**config.mk**
```make
export PLATFORM = sky130hd
export DESIGN_NAME = intr_src_conditioner
export DESIGN_NICKNAME = d
export VERILOG_FILES = /design/src/rtl/intr_cond_pkg.sv /design/src/rtl/intr_cond_channel.sv /design/src/rtl/intr_src_conditioner.sv
export SDC_FILE = /design/constraint.sdc
export NUM_CORES = 1
export LEC_CHECK = 0
export ABC_AREA = 1
export CAP_MARGIN = 20
export CORE_UTILIZATION = 41
export CTS_CLUSTER_DIAMETER = 50
export CTS_CLUSTER_SIZE = 10
export DETAILED_ROUTE_END_ITERATION = 6
export PLACE_DENSITY = 0.79
export SLEW_MARGIN = 20
export SYNTH_ARGS = -nofsm -noshare
export SYNTH_HDL_FRONTEND = slang
export SYNTH_HIERARCHICAL = 1
export SYNTH_SLANG_ARGS = --single-unit
export TNS_END_PERCENT = 20
```
**constraint.sdc**
```tcl
create_clock -name clk_i -period 0.8 [get_ports clk_i]
set_input_delay 0.16 -clock clk_i [delete_from_list [all_inputs] [get_ports clk_i]]
set_output_delay 0.16 -clock clk_i [all_outputs]
set_load 0.02 [all_outputs]
```
**src/rtl/intr_cond_pkg.sv**
```systemverilog
// intr_cond_pkg: interrupt source count, vector type and the SoC source map
// (which lines are edge-triggered and which are active-low).
package intr_cond_pkg;
  localparam int NUM_SOURCES = 32;
  typedef logic [NUM_SOURCES-1:0] intr_vec_t;
  localparam int SRC_UART  = 0;
  localparam int SRC_TIMER = 5;
  localparam int SRC_EXT_N = 7;
  localparam intr_vec_t GPIO_EDGE     = 32'h00FF_0000;
  localparam intr_vec_t GPIO_INV      = 32'h0F10_0000;
  localparam intr_vec_t SOC_EDGE_MASK = GPIO_EDGE | (intr_vec_t'(1) << SRC_TIMER);
  localparam intr_vec_t SOC_INV_MASK  = GPIO_INV | (intr_vec_t'(1) << SRC_EXT_N);
endpackage

```
**src/rtl/intr_cond_channel.sv**
```systemverilog
// intr_cond_channel: one interrupt source - synchroniser, optional glitch filter
// (INTR_DEBOUNCE_EN), level or rising-edge pulse shaping and sticky overflow flag.
module intr_cond_channel
  import intr_cond_pkg::*;
#(
  parameter bit EDGE            = 1'b0,
  parameter bit INV             = 1'b0,
  parameter int SYNC_STAGES     = 2,
  parameter int STRETCH_CYCLES  = 4,
  parameter int DEBOUNCE_CYCLES = 8
) (
  input  logic i_clk,
  input  logic i_rst,
  input  logic i_raw,
  input  logic i_clr,
  output logic o_src,
  output logic o_ovf
);
  localparam int CW = $clog2(STRETCH_CYCLES + 1);
  logic [SYNC_STAGES-1:0] r_sync;
  logic [CW-1:0]          r_cnt;
  logic                   r_p, r_q, r_ovf;
  logic                   w_f, w_rise, w_busy;
  always_ff @(posedge i_clk or posedge i_rst)
    if (i_rst) r_sync <= '0;
    else r_sync <= {r_sync[SYNC_STAGES-2:0], i_raw ^ INV};
`ifdef INTR_DEBOUNCE_EN
  localparam int DW = DEBOUNCE_CYCLES > 1 ? $clog2(DEBOUNCE_CYCLES) : 1;
  logic [DW-1:0] r_dc;
  logic          r_f;
  // f only follows s once s has held its new value for DEBOUNCE_CYCLES edges
  always_ff @(posedge i_clk or posedge i_rst)
    if (i_rst) begin
      r_dc <= '0;
      r_f  <= 1'b0;
    end else if (r_sync[SYNC_STAGES-1] == r_f) r_dc <= '0;
    else if (r_dc == DW'(DEBOUNCE_CYCLES - 1)) begin
      r_f  <= r_sync[SYNC_STAGES-1];
      r_dc <= '0;
    end else r_dc <= r_dc + DW'(1);
  assign w_f = r_f;
`else
  assign w_f = r_sync[SYNC_STAGES-1];
`endif
  assign w_rise = w_f & ~r_p;
  assign w_busy = r_cnt != '0;
  // a rise during an active pulse reloads the counter, so the pulse stretches gap-free
  always_ff @(posedge i_clk or posedge i_rst)
    if (i_rst) begin
      r_p   <= 1'b0;
      r_q   <= 1'b0;
      r_cnt <= '0;
      r_ovf <= 1'b0;
    end else begin
      r_p   <= w_f;
      r_q   <= w_f;
      r_cnt <= (EDGE && w_rise) ? CW'(STRETCH_CYCLES) : w_busy ? r_cnt - CW'(1) : r_cnt;
      r_ovf <= EDGE && ((w_rise && w_busy) || (r_ovf && !i_clr));
    end
  assign o_src = EDGE ? w_busy : r_q;
  assign o_ovf = r_ovf;
endmodule

```
**src/rtl/intr_src_conditioner.sv**
```systemverilog
// intr_src_conditioner: per-source conditioning of raw interrupt lines for the PLIC.
// Define INTR_DEBOUNCE_EN to insert a DEBOUNCE_CYCLES glitch filter on every source.
module intr_src_conditioner #(
  parameter int                     NUM_SOURCES     = intr_cond_pkg::NUM_SOURCES,
  parameter int                     SYNC_STAGES     = 2,
  parameter logic [NUM_SOURCES-1:0] EDGE_MASK       = '0,
  parameter logic [NUM_SOURCES-1:0] INV_MASK        = '0,
  parameter int                     STRETCH_CYCLES  = 4,
  parameter int                     DEBOUNCE_CYCLES = 8
) (
  input  logic                   clk_i,
  input  logic                   rst_i,
  input  logic [NUM_SOURCES-1:0] intr_raw_i,
  output logic [NUM_SOURCES-1:0] intr_src_o,
  output logic [NUM_SOURCES-1:0] edge_ovf_o,
  input  logic [NUM_SOURCES-1:0] edge_ovf_clr_i
);
  for (genvar i = 0; i < NUM_SOURCES; i++) begin : g_ch
    intr_cond_channel #(
      .EDGE            (EDGE_MASK[i]),
      .INV             (INV_MASK[i]),
      .SYNC_STAGES     (SYNC_STAGES),
      .STRETCH_CYCLES  (STRETCH_CYCLES),
      .DEBOUNCE_CYCLES (DEBOUNCE_CYCLES)
    ) u_ch (
      .i_clk (clk_i),
      .i_rst (rst_i),
      .i_raw (intr_raw_i[i]),
      .i_clr (edge_ovf_clr_i[i]),
      .o_src (intr_src_o[i]),
      .o_ovf (edge_ovf_o[i])
    );
  end
endmodule

```
==> flow_summary_export.csv, run 1 <==
group,metric,value,unit
status,status,"finished, violations left",
status,violations,"negative setup slack",
global_routing,met2_usage,18.55,%
critical_path,cp_slowest_cell,"dfrtp_1",
floorplanning,chipHeight,85.85,um
logic_synthesis,syn-instance-count,192,
critical_path,path_class,"reg2out",
floorplanning,rows,30,
logic_synthesis,yosys_warnings,6,
critical_path,arrival,0.87,ns
global_routing,grt_pass1_wl,6154,um
drt,viasPerCell,3.531,
floorplanning,die_w,85.85,um
pwr,p_switching,1.981,mW
clocking,post-cts-setup-buffer-count,0,
global_routing,grt_max_degree,19,
layout,layout_commonest_cell,"dfrtp_1",
pwr,clkPwrFrac,31.7,%
critical_path,required,0.64,ns
drt,vias,1264,
logic_synthesis,seq_area_frac_synth,83.33,%
layout,post-route-util,53.61,%
critical_path,cp_num_buf_inv,1,
logic_synthesis,synth_area_leader_cell,"dfrtp_1",
global_routing,use_met1,12.22,%
global_routing,busiest_layer,"met2",
layout,nFillCells,599,
logic_synthesis,netlist_area,2883,um2
pwr,switching_share,23.05,%
timing,finalCritPeriodShare,128.3,%
floorplanning,die_area,7370,um2
flow_run,drv_cap,0,
critical_path,crit_family,"flip-flops",
critical_path,path_cells,"buf_6",
timing,slew_viol_final,0,
drt,antenna_left,0,
clocking,cts_tree,"yes",
pwr,ir_drop,1.427,mV
clocking,clkSinkCount,96,
global_routing,use_met3,8.758,%
placed_design,dp_worst_setup_slack,-0.2866,ns
layout,mostFrequentLayoutCells,"dfrtp_1 (96), clkdlybuf4s50_1 (33), inv_1 (32), conb_1 (32), buf_2 (23)",
global_routing,grt_pass1_vias,1332,
logic_synthesis,syn_nets,258,
layout,regArea,2402,um2
floorplanning,io_pins,130,
timing,hold_viol_final,0,
global_routing,antenna_found_initial,0,
pwr,p_leak,1.854,nW
logic_synthesis,synth_top_area_share,83.33,%
placed_design,place_area,3571,um2
drt,wl,3782,um
timing,fin_ws,-0.2267,ns
drt,drcViolationCount,0,
pwr,power_frac_seq,60.0,%
clocking,clockBufferDepth,2,
timing,fin_crit,1.027,ns
layout,multiInputGateArea,120.1,um2
min_path,hp-class,"in2async",
clocking,clk_pin_slew,0.09,ns
global_routing,grt_overflow_total,0,
critical_path,end_kind,"primary output",
drt,dr.pass1.iters,2,
logic_synthesis,ys_ff_latch,96,
layout,final_area,3642,um2
timing,setup_violations,32,
timing,fmax,974.0,MHz
pwr,internal_power,6.612,mW
clocking,cts-root-buf,"clkbuf_8",
clocking,cts_buffers,9,
drt,wire_per_inst,10.56,um
placed_design,portBuffers,65,
layout,final_layout_size_suffix_gt1_share,25.57,%
layout,nNetsFinal,323,
critical_path,crit_path_max_fanout,1,
floorplanning,initial_utilization,42.43,%
critical_path,start_kind,"register",
floorplanning,core,6794,um2
timing,clock_skew,0.007126,ns
pwr,comb_power_share,8.3,%
logic_synthesis,ys_top_cells_by_area,"dfrtp_1 (83%), buf_4 (8.3%), conb_1 (4.2%)",
pwr,p_per_area,2359,nW/um2
placed_design,place_congestion,0.6035,
layout,antenna_cells,0,
logic_synthesis,synth.avg_cell_area,15.01,um2
clocking,cts_htree_levels,3,
layout,syn_to_final_growth,26.35,%
global_routing,grt_usage,11.73,%
placed_design,dpl.hpwl,2930,um
critical_path,max_stage_delay,0.40,ns
logic_synthesis,synthDistinctLibCells,4,
clocking,clock_latency,0.34,ns
timing,rsz0062_at_grt,"true",
drt,drt-initial-drc-count,27,
## per-layer routing
metal	vias to the layer above	part of all wire, %
met1	616	36
met4	0	1.5
met2	59	52
li1	582	-
met3	7	11
met5	-	0
## sequential cells by signal, summed over array words and instances, names as in the netlist
name / cells
g_ch.u_ch/o_src: 32
g_ch.u_ch/r_sync: 64
## synth_stat cells
master   number
dfrtp_1      96
buf_4        32
conb_1       32
inv_1        32
## cell type report
cell class,instances,area share [%]
multi-input cells,32,3.298
well taps,96,3.298
repair buffers,86,19.34
clock buffers,12,3.985
inverters,32,3.298
flip-flops and latches,96,65.96
clock inverters,4,0.8245
## path summary, 6_finish.rpt
path	slack, ns	startpoint	cells past startpoint	endpoint
hold reg to reg	0.35	g_ch[0].u_ch/r_sync[0]	0	g_ch[0].u_ch/r_sync[1]
setup reg to reg	0.31	g_ch[12].u_ch/r_sync[1]	0	g_ch[12].u_ch/o_src
min in group clk_i	0.25	intr_raw_i[31]	1	g_ch[31].u_ch/r_sync[0]
setup / recovery	-0.23	g_ch[5].u_ch/o_src	1	intr_src_o[5]
hold / removal	0.21	rst_i	3	g_ch[25].u_ch/r_sync[0]
max in group asynchronous	0.38	rst_i	4	g_ch[5].u_ch/r_sync[1]
## cells by family (layout without fill, tap and decap cells)
kind of cell | after synthesis | after routing | share of synthesized area [%]
flops | 96 | 96 | 83.33
buf+inv | 64 | 134 | 12.50
other cells | 32 | 32 | 4.167
## per-stage QoR
stage                     setup TNS (ns)  std cells  hold slack (ns)  power [mW]
after floorplan                        0        192         -0.08636       5.679
after global placement            -8.215        342           0.3318       6.004
after detailed placement          -8.360        342           0.3347       6.031
after CTS                         -7.694        358           0.2028       8.745
after global routing              -8.550        358           0.1966       9.046
final                             -6.710        358           0.2104       8.593
## power by group through the flow
stage,Clock [mW],Sequential (mW),Combinational [mW]
finish,2.73,5.15,0.712
global route,3.09,5.18,0.779
CTS,2.87,5.16,0.717
detailed placement,0,5.26,0.776
global placement,0,5.24,0.762
floorplan,0,5.34,0.334
## timing repair
item / in CTS / in global routing
resized for setup: 140 / 6
setup endpoints to repair: 32 / 32
hold buffers: 0 / 0
gates cloned: 0 / 0
Note: power is estimated with default switching activity, not from simulation.
==> inputs of run 2 (changes only) <==
- CAP_MARGIN: 20 -> default
==> results of run 2 <==
No change in the layout: final DEF, timing and power equal those of run 1.
==> inputs of run 3 (changes only) <==
- SYNTH_HIERARCHICAL: 1 -> default
==> run 3 against run 2 <==
Net effect: the flow still finishes with violations (negative setup slack); non-clock buffer count down 16; area after synthesis up 0.26%; design area down 4.5%; final cell count down 13%; clock-buffer cell count down 1; flip-flop and latch count unchanged; hold slack better by 0.036 ns; die area up 0.26%; sequential share of layout area up 3.1 points; via count down 11%; global-route usage down 0.28 points.
==> flow_summary_export.csv, run 3 <==
group,metric,value,unit
status,status,"finished, violations left",
status,violations,"negative setup slack",
placed_design,portBuffers,65,
logic_synthesis,ys_ff_latch,96,
placed_design,place_congestion,0.5991,
logic_synthesis,synth_area_leader_cell,"dfrtp_1",
logic_synthesis,synthArstFlopShare,100.0,%
timing,hold_viol_final,0,
pwr,ir_drop,0.9866,mV
global_routing,grt_pass1_wl,5885,um
timing,finalCritPeriodShare,129.5,%
timing,setup_violations,32,
pwr,power,8.784,mW
min_path,min-delay-start,"intr_raw_i[19]",
layout,largest-register,"g_ch.u_ch.r_sync",
critical_path,crit_family,"flip-flops",
logic_synthesis,ys_top_cells_by_count,"dfrtp_1 (96), buf_4 (64), conb_1 (1), inv_1 (1)",
logic_synthesis,synth_edf_count,0,
layout,final_layout_size_suffix_gt1_share,24.19,%
drt,antenna_left,0,
clocking,clock_latency,0.34,ns
timing,fin_ws,-0.2359,ns
floorplanning,core,6794,um2
clocking,cts_buffers,9,
critical_path,cp_num_buf_inv,1,
logic_synthesis,netlist_area,2890,um2
layout,antenna_cells,0,
critical_path,r2r-end,"g_ch[30].u_ch.r_sync[1]",
layout,layout_commonest_cell,"dfrtp_1",
flow_run,drv_cap,0,
timing,fin_crit,1.036,ns
timing,fin_setup_tns,-6.893,ns
critical_path,rrSetupSlack,0.29,ns
global_routing,grt_max_degree,37,
layout,syn_to_final_growth,20.35,%
logic_synthesis,ys.flop_type,"dfrtp_1",
logic_synthesis,yosys_warnings,0,
pwr,p_per_area,2525,nW/um2
placed_design,dp_worst_setup_slack,-0.2993,ns
global_routing,use_met3,2.791,%
layout,largest_reg_flops,64,
critical_path,arrival,0.88,ns
critical_path,cp_slowest_cell,"dfrtp_1",
critical_path,path_class,"reg2out",
logic_synthesis,synthDistinctLibCells,4,
critical_path,end_kind,"primary output",
logic_synthesis,syn-instance-count,162,
layout,nNetsFinal,276,
clocking,cts_tree,"yes",
critical_path,critPathLaunch,"g_ch[15].u_ch.o_src",
critical_path,required,0.64,ns
critical_path,crit_path_max_fanout,1,
drt,drcViolationCount,0,
global_routing,grt_pass1_vias,1212,
min_path,hp-class,"in2reg",
global_routing,met2_usage,19.77,%
drt,wl,3857,um
clocking,clockBufferDepth,2,
critical_path,start_kind,"register",
global_routing,grt_usage,11.45,%
floorplanning,rows,30,
timing,fmax,965.3,MHz
layout,mostFrequentLayoutCells,"dfrtp_1 (96), clkdlybuf4s50_1 (33), conb_1 (32), buf_2 (20), buf_6 (12)",
logic_synthesis,synth_top_area_share,83.12,%
drt,drt-initial-drc-count,30,
logic_synthesis,seq_area_frac_synth,83.12,%
logic_synthesis,ys_top_cells_by_area,"dfrtp_1 (83%), buf_4 (17%), conb_1 (0.13%)",
clocking,cts_htree_levels,3,
floorplanning,io_pins,130,
min_path,whs_endpoint,"g_ch[19].u_ch.r_sync[0]",
clocking,clk_pin_slew,0.09,ns
critical_path,path_cells,"buf_6",
global_routing,busiest_layer,"met2",
clocking,clkSinkCount,96,
floorplanning,die_area,7389,um2
logic_synthesis,synth.avg_cell_area,17.84,um2
timing,slew_viol_final,0,
timing,rsz0062_at_grt,"true",
drt,viasPerCell,3.605,
drt,vias,1121,
logic_synthesis,yosysMostFrequentCell,"dfrtp_1",
global_routing,antenna_found_initial,0,
critical_path,worstReg2RegStart,"g_ch[30].u_ch.r_sync[0]",
pwr,p_leak,1.634,nW
floorplanning,die_w,85.96,um
floorplanning,chipHeight,85.96,um
placed_design,dpl.hpwl,2728,um
critical_path,max_stage_delay,0.40,ns
drt,dr.pass1.iters,3,
floorplanning,initial_utilization,42.54,%
timing,clock_skew,0.005377,ns
drt,wire_per_inst,12.40,um
min_path,whs_path_depth,1,
global_routing,grt_overflow_total,0,
clocking,cts-root-buf,"clkbuf_8",
global_routing,use_met1,11.88,%
critical_path,rr_worst_depth,0,
-- run 3: repair_timing --
| item | 4_1_cts | 5_1_grt |
|---|---|---|
| buffers inserted | 0 | 0 |
| setup endpoints to repair | 32 | 32 |
| pin swaps | 0 | 0 |
| endpoints found under the hold margin | 0 | 0 |
| hold buffers | 0 | 0 |
| resized for setup | 140 | 12 |
-- run 3: kinds of logic after synthesis --
| family | after synthesis | share of synthesized area [%] |
|---|---|---|
| buffers and inverters | 65 | 16.75 |
| DFF | 96 | 83.12 |
| other | 1 | 0.1297 |
-- run 3: per-stage QoR --
stage | cells | area (um2) | hold WS (ns) | utilization [%]
after CTS | 311 | 3441 | 0.2230 | 50.64
after floorplan | 193 | 3010 | 0.1914 | -
final | 311 | 3478 | 0.2465 | 51.20
after global placement | 295 | 3376 | 0.3313 | 49.69
after detailed placement | 295 | 3376 | 0.3347 | 49.69
after global routing | 311 | 3478 | 0.2332 | 51.20
-- run 3: worst max path at each step --
stage | cells after the start | end
3_5_place_dp | 1 | intr_src_o[22]
2_1_floorplan | 1 | g_ch[0].u_ch.o_src
3_3_place_gp | 1 | intr_src_o[19]
5_1_grt | 1 | intr_src_o[15]
4_1_cts | 1 | intr_src_o[15]
6_report | 1 | intr_src_o[15]
-- run 3: final cells by class --
| class | count | area [um2] |
|---|---|---|
| Sequential cell | 96 | 2402 |
| Inverter | 1 | 7.507 |
| Timing Repair Buffer | 70 | 640.6 |
| Clock inverter | 5 | 56.30 |
| Clock buffer | 11 | 131.4 |
| Tap cell | 96 | 120.1 |
| Multi-Input combinational cell | 32 | 120.1 |
| Fill cell | 599 | 3316 |
-- run 3: power breakdown --
part	internal, mW	total [mW]	switching [mW]
Clock	1.45	2.96	1.51
Combinational	0.268	0.661	0.393
Sequential	5.09	5.16	0.0736
-- run 3: per-layer routing --
metal  share of wire [%]  wire length [um]  vias up
met5                   0                 0        -
met4                 4.1               157        0
met3                 4.0               155       16
met2                  58              2226       41
met1                  34              1318      576
li1                    -                 -      488
